--- src/rtl/lcd_pkg.sv ---
// Shared LCD controller definitions: FSM states, instruction opcodes and DDRAM address helpers.
// Used by the bus responder and by the write driver.
package lcd_pkg;

  typedef enum logic [1:0] {
    ST_IDLE = 2'd0,
    ST_FILL = 2'd1,
    ST_EXEC = 2'd2
  } state_t;

  localparam logic [7:0] CMD_CLEAR = 8'h01;
  localparam logic [7:0] CMD_HOME  = 8'h02;
  localparam logic [7:0] CMD_ENTRY = 8'h04;
  localparam logic [7:0] CMD_DISP  = 8'h08;
  localparam logic [7:0] CMD_SHIFT = 8'h10;
  localparam logic [7:0] CMD_FUNC  = 8'h20;
  localparam logic [7:0] CMD_CGRAM = 8'h40;
  localparam logic [7:0] CMD_DDRAM = 8'h80;

  localparam int unsigned DDRAM_DEPTH = 80;
  localparam logic [7:0]  FILL_CHAR   = 8'h20;

  // An instruction belongs to class op when its highest set bit is op's bit.
  function automatic logic cmd_is(input logic [7:0] d, input logic [7:0] op);
    return (d & ~(op - 8'd1)) == op;
  endfunction

  function automatic logic addr_valid(input logic [6:0] a);
    return (a <= 7'h27) || ((a >= 7'h40) && (a <= 7'h67));
  endfunction

  // Line 2 (0x40-0x67) occupies storage slots 40-79.
  function automatic logic [6:0] addr_idx(input logic [6:0] a);
    return a[6] ? ({1'b0, a[5:0]} + 7'd40) : a;
  endfunction

  function automatic logic [6:0] addr_step(input logic [6:0] a, input logic inc);
    logic [6:0] n;
    if (inc) begin
      if (a == 7'h27)      n = 7'h40;
      else if (a == 7'h67) n = 7'h00;
      else                 n = a + 7'd1;
    end else begin
      if (a == 7'h40)      n = 7'h27;
      else if (a == 7'h00) n = 7'h67;
      else                 n = a - 7'd1;
    end
    return n;
  endfunction

endpackage

--- src/rtl/lcd_bus_responder_if.sv ---
// Parallel LCD bus between an initiator (master) and the responder (slave).
interface lcd_bus_responder_if;
  logic [7:0] dat;
  logic       rs;
  logic       rw;
  logic       en;
  logic [7:0] dat_out;
  logic       dat_oe;

  modport master (output dat, rs, rw, en, input dat_out, dat_oe);
  modport slave  (input dat, rs, rw, en, output dat_out, dat_oe);
endinterface

--- src/rtl/lcd_bus_sync.sv ---
// Two-stage synchroniser for the asynchronous LCD bus plus en falling-edge strobe.
// Strobe fires the cycle after the synchronised 1->0 transition, with rs/rw/dat captured at that edge.
module lcd_bus_sync (
  input  logic       clk,
  input  logic       rst_n,
  input  logic       i_en,
  input  logic       i_rs,
  input  logic       i_rw,
  input  logic [7:0] i_dat,
  output logic       o_en,
  output logic       o_rs,
  output logic       o_rw,
  output logic       o_stb,
  output logic       o_stb_rs,
  output logic       o_stb_rw,
  output logic [7:0] o_stb_dat
);

  logic [10:0] r_s1;
  logic [10:0] r_s2;
  logic        r_en_prev;
  logic        r_stb;
  logic        r_stb_rs;
  logic        r_stb_rw;
  logic [7:0]  r_stb_dat;
  logic        w_fall;

  assign w_fall = r_en_prev & ~r_s2[10];

  always_ff @(posedge clk or negedge rst_n) begin
    if (!rst_n) begin
      r_s1      <= '0;
      r_s2      <= '0;
      r_en_prev <= 1'b0;
      r_stb     <= 1'b0;
      r_stb_rs  <= 1'b0;
      r_stb_rw  <= 1'b0;
      r_stb_dat <= 8'h00;
    end else begin
      r_s1      <= {i_en, i_rs, i_rw, i_dat};
      r_s2      <= r_s1;
      r_en_prev <= r_s2[10];
      r_stb     <= w_fall;
      if (w_fall) begin
        r_stb_rs  <= r_s2[9];
        r_stb_rw  <= r_s2[8];
        r_stb_dat <= r_s2[7:0];
      end
    end
  end

  assign o_en      = r_s2[10];
  assign o_rs      = r_s2[9];
  assign o_rw      = r_s2[8];
  assign o_stb     = r_stb;
  assign o_stb_rs  = r_stb_rs;
  assign o_stb_rw  = r_stb_rw;
  assign o_stb_dat = r_stb_dat;

endmodule

--- src/rtl/lcd_bus_responder.sv ---
// HD44780-style LCD bus responder: decodes instructions, holds 80-byte DDRAM and models the busy flag.
// Writes while busy are dropped with a cmd_err pulse; reads are answered in any state.
module lcd_bus_responder
  import lcd_pkg::*;
#(
  parameter int unsigned BUSY_CYCLES = 2000,
  parameter int unsigned CLR_CYCLES  = 82000
) (
  input  logic                clk,
  input  logic                rst_n,
  lcd_bus_responder_if.slave  bus,
  output logic                disp_on,
  output logic                cursor_on,
  output logic                blink_on,
  output logic                entry_inc,
  output logic                entry_shift,
  output logic                line2,
  output logic [6:0]          ac,
  output logic                busy,
  output logic                cmd_err,
  input  logic [6:0]          scan_addr,
  output logic [7:0]          scan_data
);

  // FILL itself spends one cycle per location, so EXEC covers the remainder.
  localparam logic [31:0] FILL_REST = (CLR_CYCLES > DDRAM_DEPTH) ?
                                      32'(CLR_CYCLES - DDRAM_DEPTH) : 32'd1;

  state_t      r_state;
  logic [31:0] r_cnt;
  logic [6:0]  r_fill_idx;
  logic [6:0]  r_ac;
  logic        r_disp_on, r_cursor_on, r_blink_on;
  logic        r_entry_inc, r_entry_shift, r_line2;
  logic        r_busy, r_cmd_err;
  logic [7:0]  r_dat_out;
  logic        r_dat_oe;
  logic [7:0]  r_scan;
  logic [7:0]  r_mem [DDRAM_DEPTH];

  logic        w_en_s, w_rs_s, w_rw_s;
  logic        w_stb, w_stb_rs, w_stb_rw;
  logic [7:0]  w_stb_dat;
  logic        w_wr_stb, w_rd_data_stb;
  logic        w_go_exec, w_go_fill, w_reject;
  logic [31:0] w_exec_cnt;
  logic        w_mem_we;
  logic [6:0]  w_mem_idx;
  logic [7:0]  w_mem_wdat;

  lcd_bus_sync u_sync (
    .clk       (clk),
    .rst_n     (rst_n),
    .i_en      (bus.en),
    .i_rs      (bus.rs),
    .i_rw      (bus.rw),
    .i_dat     (bus.dat),
    .o_en      (w_en_s),
    .o_rs      (w_rs_s),
    .o_rw      (w_rw_s),
    .o_stb     (w_stb),
    .o_stb_rs  (w_stb_rs),
    .o_stb_rw  (w_stb_rw),
    .o_stb_dat (w_stb_dat)
  );

  assign w_wr_stb      = w_stb & ~w_stb_rw;
  assign w_rd_data_stb = w_stb & w_stb_rw & w_stb_rs;

  always_comb begin
    w_go_exec  = 1'b0;
    w_go_fill  = 1'b0;
    w_reject   = 1'b0;
    w_exec_cnt = 32'(BUSY_CYCLES);
    if (w_wr_stb) begin
      if (r_state != ST_IDLE) begin
        w_reject = 1'b1;
      end else if (w_stb_rs) begin
        w_go_exec = 1'b1;
      end else if (cmd_is(w_stb_dat, CMD_DDRAM)) begin
        w_go_exec = addr_valid(w_stb_dat[6:0]);
        w_reject  = ~addr_valid(w_stb_dat[6:0]);
      end else if (cmd_is(w_stb_dat, CMD_CGRAM)) begin
        w_reject = 1'b1;
      end else if (cmd_is(w_stb_dat, CMD_FUNC) || cmd_is(w_stb_dat, CMD_SHIFT) ||
                   cmd_is(w_stb_dat, CMD_DISP) || cmd_is(w_stb_dat, CMD_ENTRY)) begin
        w_go_exec = 1'b1;
      end else if (cmd_is(w_stb_dat, CMD_HOME)) begin
        w_go_exec  = 1'b1;
        w_exec_cnt = 32'(CLR_CYCLES);
      end else if (cmd_is(w_stb_dat, CMD_CLEAR)) begin
        w_go_fill = 1'b1;
      end else begin
        w_reject = 1'b1;
      end
    end
  end

  always_comb begin
    w_mem_we   = 1'b0;
    w_mem_idx  = 7'd0;
    w_mem_wdat = 8'h00;
    if (r_state == ST_FILL) begin
      w_mem_we   = 1'b1;
      w_mem_idx  = r_fill_idx;
      w_mem_wdat = FILL_CHAR;
    end else if (w_go_exec && w_stb_rs) begin
      w_mem_we   = 1'b1;
      w_mem_idx  = addr_idx(r_ac);
      w_mem_wdat = w_stb_dat;
    end
  end

  always_ff @(posedge clk) begin
    if (w_mem_we) r_mem[w_mem_idx] <= w_mem_wdat;
  end

  always_ff @(posedge clk or negedge rst_n) begin
    if (!rst_n) begin
      r_state       <= ST_FILL;
      r_cnt         <= FILL_REST;
      r_fill_idx    <= 7'd0;
      r_ac          <= 7'h00;
      r_disp_on     <= 1'b0;
      r_cursor_on   <= 1'b0;
      r_blink_on    <= 1'b0;
      r_entry_inc   <= 1'b1;
      r_entry_shift <= 1'b0;
      r_line2       <= 1'b0;
      r_busy        <= 1'b1;
      r_cmd_err     <= 1'b0;
      r_dat_out     <= 8'h00;
      r_dat_oe      <= 1'b0;
      r_scan        <= 8'h00;
    end else begin
      r_cmd_err <= w_reject;
      r_dat_oe  <= w_en_s & w_rw_s;
      r_dat_out <= (w_en_s & w_rw_s) ? (w_rs_s ? r_mem[addr_idx(r_ac)] : {r_busy, r_ac}) : 8'h00;
      r_scan    <= addr_valid(scan_addr) ? r_mem[addr_idx(scan_addr)] : 8'h00;
      if (w_rd_data_stb) r_ac <= addr_step(r_ac, r_entry_inc);
      case (r_state)
        ST_FILL: begin
          r_fill_idx <= r_fill_idx + 7'd1;
          if (r_fill_idx == 7'(DDRAM_DEPTH - 1)) begin
            r_state <= ST_EXEC;
            r_ac    <= 7'h00;
          end
        end
        ST_EXEC: begin
          if (r_cnt <= 32'd1) begin
            r_state <= ST_IDLE;
            r_busy  <= 1'b0;
          end else begin
            r_cnt <= r_cnt - 32'd1;
          end
        end
        default: begin
          if (w_go_fill) begin
            r_state     <= ST_FILL;
            r_fill_idx  <= 7'd0;
            r_cnt       <= FILL_REST;
            r_ac        <= 7'h00;
            r_entry_inc <= 1'b1;
            r_busy      <= 1'b1;
          end else if (w_go_exec) begin
            r_state <= ST_EXEC;
            r_cnt   <= w_exec_cnt;
            r_busy  <= 1'b1;
            if (w_stb_rs) begin
              r_ac <= addr_step(r_ac, r_entry_inc);
            end else if (cmd_is(w_stb_dat, CMD_DDRAM)) begin
              r_ac <= w_stb_dat[6:0];
            end else if (cmd_is(w_stb_dat, CMD_FUNC)) begin
              r_line2 <= w_stb_dat[3];
            end else if (cmd_is(w_stb_dat, CMD_SHIFT)) begin
              if (!w_stb_dat[3]) r_ac <= addr_step(r_ac, w_stb_dat[2]);
            end else if (cmd_is(w_stb_dat, CMD_DISP)) begin
              r_disp_on   <= w_stb_dat[2];
              r_cursor_on <= w_stb_dat[1];
              r_blink_on  <= w_stb_dat[0];
            end else if (cmd_is(w_stb_dat, CMD_ENTRY)) begin
              r_entry_inc   <= w_stb_dat[1];
              r_entry_shift <= w_stb_dat[0];
            end else begin
              r_ac <= 7'h00;
            end
          end
        end
      endcase
    end
  end

  assign bus.dat_out = r_dat_out;
  assign bus.dat_oe  = r_dat_oe;
  assign disp_on     = r_disp_on;
  assign cursor_on   = r_cursor_on;
  assign blink_on    = r_blink_on;
  assign entry_inc   = r_entry_inc;
  assign entry_shift = r_entry_shift;
  assign line2       = r_line2;
  assign ac          = r_ac;
  assign busy        = r_busy;
  assign cmd_err     = r_cmd_err;
  assign scan_data   = r_scan;

endmodule

--- src/flat_wrapper.sv ---
// flat-port wrapper written by rule: the top's interface ports become plain ports
module lcd_bus_responder_flat import lcd_pkg::*;
#(
  parameter int unsigned BUSY_CYCLES = 2000,
  parameter int unsigned CLR_CYCLES  = 82000
)
  (clk, rst_n, disp_on, cursor_on, blink_on, entry_inc, entry_shift, line2, ac, busy, cmd_err, scan_addr, scan_data, bus_dat, bus_rs, bus_rw, bus_en, bus_dat_out, bus_dat_oe);
  lcd_bus_responder_if bus_i ();
  input  logic clk;
  input  logic rst_n;
  output logic disp_on;
  output logic cursor_on;
  output logic blink_on;
  output logic entry_inc;
  output logic entry_shift;
  output logic line2;
  output logic [6:0] ac;
  output logic busy;
  output logic cmd_err;
  input  logic [6:0] scan_addr;
  output logic [7:0] scan_data;
  input wire logic [$bits(bus_i.dat)-1:0] bus_dat;
  input wire logic [$bits(bus_i.rs)-1:0] bus_rs;
  input wire logic [$bits(bus_i.rw)-1:0] bus_rw;
  input wire logic [$bits(bus_i.en)-1:0] bus_en;
  output wire logic [$bits(bus_i.dat_out)-1:0] bus_dat_out;
  output wire logic [$bits(bus_i.dat_oe)-1:0] bus_dat_oe;
  assign bus_i.dat = bus_dat;
  assign bus_i.rs = bus_rs;
  assign bus_i.rw = bus_rw;
  assign bus_i.en = bus_en;
  assign bus_dat_out = bus_i.dat_out;
  assign bus_dat_oe = bus_i.dat_oe;
  lcd_bus_responder #(.BUSY_CYCLES(BUSY_CYCLES), .CLR_CYCLES(CLR_CYCLES)) u_core (.clk(clk), .rst_n(rst_n), .bus(bus_i), .disp_on(disp_on), .cursor_on(cursor_on), .blink_on(blink_on), .entry_inc(entry_inc), .entry_shift(entry_shift), .line2(line2), .ac(ac), .busy(busy), .cmd_err(cmd_err), .scan_addr(scan_addr), .scan_data(scan_data));
endmodule
--- config.mk ---
export PLATFORM = sky130hd
export DESIGN_NAME = lcd_bus_responder_flat
export DESIGN_NICKNAME = d
export VERILOG_FILES = /design/src/rtl/lcd_pkg.sv /design/src/rtl/lcd_bus_responder_if.sv /design/src/rtl/lcd_bus_sync.sv /design/src/rtl/lcd_bus_responder.sv /design/src/flat_wrapper.sv
export SDC_FILE = /design/constraint.sdc
export NUM_CORES = 1
export LEC_CHECK = 0
export CELL_PAD_IN_SITES_DETAIL_PLACEMENT = 0
export CELL_PAD_IN_SITES_GLOBAL_PLACEMENT = 1
export CORE_MARGIN = 3
export CORE_UTILIZATION = 25
export DETAILED_ROUTE_END_ITERATION = 12
export PLACE_DENSITY_LB_ADDON = 0.1
export SYNTH_ARGS = -nofsm -noshare
export SYNTH_HDL_FRONTEND = slang
export SYNTH_HIERARCHICAL = 1
export SYNTH_SLANG_ARGS = --single-unit
--- constraint.sdc ---
create_clock -name clk -period 5.29 [get_ports clk]
set_input_delay 1.058 -clock clk [delete_from_list [all_inputs] [get_ports clk]]
set_output_delay 1.058 -clock clk [all_outputs]
set_load 0.1 [all_outputs]
==> impl_results.md <==
* Ys flop type: edfxtp_1
* Reg clk slew, reported paths at 0.06 ns
* Total Die Area at 149000 µm²
* Largest net degree at the start of global routing at 81
* Most common cell in the netlist: edfxtp_1
* Wire length per cell at 30.4 µm
* Die Ht at 386 µm
* Syn Nets at 2242
* Clock root buffer: clkbuf_16
* Via/cell ratio at 5.11
* I/O pin cnt at 52
* Final setup violating endpoints at 0
* Status: finished clean
* Maximum buffer depth of the clock tree at 3
* Post-synth cell types at 83
* Lkg Pwr at 13.9 nW
* Die X at 386 µm
* CP required at 4.23 ns
* Iteration count of the initial detailed-routing pass at 5
* CTS hold repair buffers at 0
* Utilization after layout at 0.301
* Final Non-Filler Cells at 4323
* Worst-margin pin slew at 1.13 ns
* Cell count after synthesis at 2208
* Max VDD drop at 0.000249 V
* Fin Hold WS at 0.343 ns
* Vias at 22100
* Clock Sinks at 747
* Post-detailed-route count of antenna-violating nets at 0
* GRT Total Usage at 0.176
* Top cells by area, synth: edfxtp_1 53%, mux4_2 21%, dfrtp_1 7.1%
* Worst rel slew slack at 0.247
* Clock share of power at 0.340
* Placer Congestion at 0.819
* Synth top cells by count: 640 x edfxtp_1, 332 x mux4_2, 145 x nor2_1, 138 x nand2_1, 102 x dfrtp_1
* Unrepaired setup endpoints after global routing: no
* Cell internal pwr at 12.4 mW
* Synth async-reset ratio at 0.143
* Setup WS pre-CTS at 0.986 ns
* CP top delay family: buffers and inverters
* Post CTS Setup Buffer Count at 0
* Starting density of the core at 0.254
* Final Hold Fails at 0
* FF-to-FF Start: u_core/r_state[1]
* Crit-path cells: clkdlybuf4s50_1
* Worst Hold Path EP: u_core/u_sync/r_s2[7]
* Placed insts at 4143
* DR DRC count at 0
* Clock Skew at 0.0415 ns
* # rows at 138
* Final #Nets at 2386
* Avg Cell Area, Syn at 16.4 µm²
* Switching share of power at 0.347
* First-pass GRT wire length at 186 mm
* Clk_lat worst skew at 0.72 ns
* Filler instances at 14200
* Crit-path max cell delay at 1.30 ns
* R2r setup slk at 1.56 ns
* Grt total ovfl at 0
* Final wirelength at 131 mm
* Dpl hpwl at 89.9 mm
* Worst setup margin at 1.35 ns
* Total of max-cap violations at 0
* Cell taking the most area after synthesis: edfxtp_1
* Sequential share of power at 0.368
* WP buf/inv at 1
* Critical path endpoint category: output pin
* WHS Path Cells at 0
* Crit path time final at 3.94 ns
* Synthesized cell area at 36200 µm²
* Critical Setup Path Class: flop to output pin
* Slew Limit Fails at 0
* Fmax at 0.254 GHz
* Port buffer count at 51
* Period utilisation layout at 0.745
* Type of the worst min-delay path: flop to flop
* CTS-repair resized insts at 0
* Combinational Power Share at 0.292
* Setup_tns at 0 ns
* Worst reg2reg path depth at 7
* Worst Path Max Fanout at 19
* CTS tree: built
* Num CTS Buffers at 96
* WP data arrival at 2.88 ns
* Initial DRC Count at 1698
* Power Dens Cells at 443 nW/µm²
* Worst hold start: u_core/u_sync/r_s1[7]
* Multi-input gate area at 13600 µm²
* Share of the synthesized area in the top cell type at 0.532
* Seq. cell area at 21900 µm²
* Number of synthesis warnings at 6
* Vias in the first global route at 23000
* Critical-path top delay cell: clkdlybuf4s50_1
* Area Growth Syn to Fin at 18.6%
* RR Endpoint: u_core/r_mem[43][5]
* Share of cells above drive strength 1 at 0.281
* Switching power at 6.58 mW
* Seq/Total Area, Yosys at 0.606
* H-tree levels at 3
* Number of flops mapped to enable cells by yosys at 640
* Core area at 143000 µm²
* FF+latch count, synth at 747
* Setup crit start kind: flop
* Initial antenna violation count at 9
-- layer usage --
layer  wire length, µm  global-route usage
met5                20                   0
met4              2820              0.0392
met3              6450              0.0316
met2             61600               0.281
met1             60400               0.250
-- power by group through the flow --
stage	clock (mW)	combinational [mW]	sequential, mW
after floorplan	0	3.26	7.25
after global placement	0	5.69	7.11
after detailed placement	0	5.66	7.11
after CTS	6.70	5.68	6.99
after global routing	6.96	5.92	7.01
final	6.46	5.55	6.98
-- logic make-up (layout without fill, tap and decap cells) --
group                    count (synthesis)  count (layout)  synth area share
flip-flops                             747             747             0.606
AND/OR/NAND/NOR                        493             493            0.0660
multiplexers                           435             435             0.237
AO/OA/AOI/OAI                          313             313            0.0587
buffers and inverters                  175             398            0.0200
XOR/XNOR                                31              31           0.00751
adder cells (fa/ha/maj)                 14              14           0.00484
other                                    0               2                 0
-- area by class of cell --
type                    count  area share
diodes                      2    0.000117
clock buffers             122      0.0597
clock inverters            55      0.0134
inverters                  27     0.00236
multi-input cells        1286       0.318
flip-flops and latches    747       0.511
well taps                1890      0.0551
repair buffers            194      0.0409
-- placed cells by master, fill, tap and decap left out, drive strengths merged, types with 8 or more instances in the layout --
| cell type | Yosys | layout |
|---|---|---|
| a211oi | 13 | 13 |
| a21oi | 74 | 74 |
| a221oi | 23 | 23 |
| a22oi | 9 | 9 |
| and2 | 12 | 12 |
| buf | 60 | 146 |
| clkbuf | 88 | 122 |
| clkdlybuf4s50 | 0 | 48 |
| clkinv | 0 | 46 |
| dfrtp | 102 | 102 |
| edfxtp | 640 | 640 |
| ha | 14 | 14 |
| inv | 27 | 28 |
| mux2 | 26 | 26 |
| mux2i | 77 | 77 |
| mux4 | 332 | 332 |
| nand2 | 138 | 138 |
| nand2b | 13 | 13 |
| nand3 | 41 | 41 |
| nand4 | 14 | 14 |
| nor2 | 146 | 146 |
| nor2b | 18 | 18 |
| nor3 | 32 | 32 |
| nor4 | 17 | 17 |
| nor4b | 8 | 8 |
| o211ai | 18 | 18 |
| o21ai | 64 | 64 |
| o221ai | 12 | 12 |
| o22ai | 20 | 20 |
| o31ai | 10 | 10 |
| or3 | 10 | 10 |
| or4 | 14 | 14 |
| xnor2 | 15 | 15 |
| xor2 | 16 | 16 |
-- worst max-delay path by stage --
stage                     depth (start not counted)             endpoint  slack (ns)              start
after global routing                              1                ac[6]        1.22       u_core/ac[6]
after detailed placement                          7  u_core/scan_data[1]        0.99       scan_addr[6]
after floorplan                                   6   u_core/r_mem[0][0]        1.56  u_core/r_state[1]
after CTS                                         1                ac[0]        1.24       u_core/ac[0]
final                                             1                ac[6]        1.35       u_core/ac[6]
after global placement                            7  u_core/scan_data[1]        1.05       scan_addr[6]
-- flip-flops by register name (all words and copies together) (netlist names), 2 cells and up --
signal	cells
u_core/r_mem	640
u_core/r_cnt	32
u_core/u_sync/r_s1	11
u_core/u_sync/r_s2	11
u_core/bus.dat_out	8
u_core/scan_data	8
u_core/u_sync/o_stb_dat	8
u_core/ac	7
u_core/r_fill_idx	7
u_core/r_state	2
-- metrics by stage --
step	instance area (µm²)	total power, mW
after floorplan	36200	10.5
after global placement	39700	12.8
after detailed placement	39700	12.8
after CTS	42900	19.4
after global routing	42900	19.9
final	42900	19.0
Power figures use the tool's default switching activity.
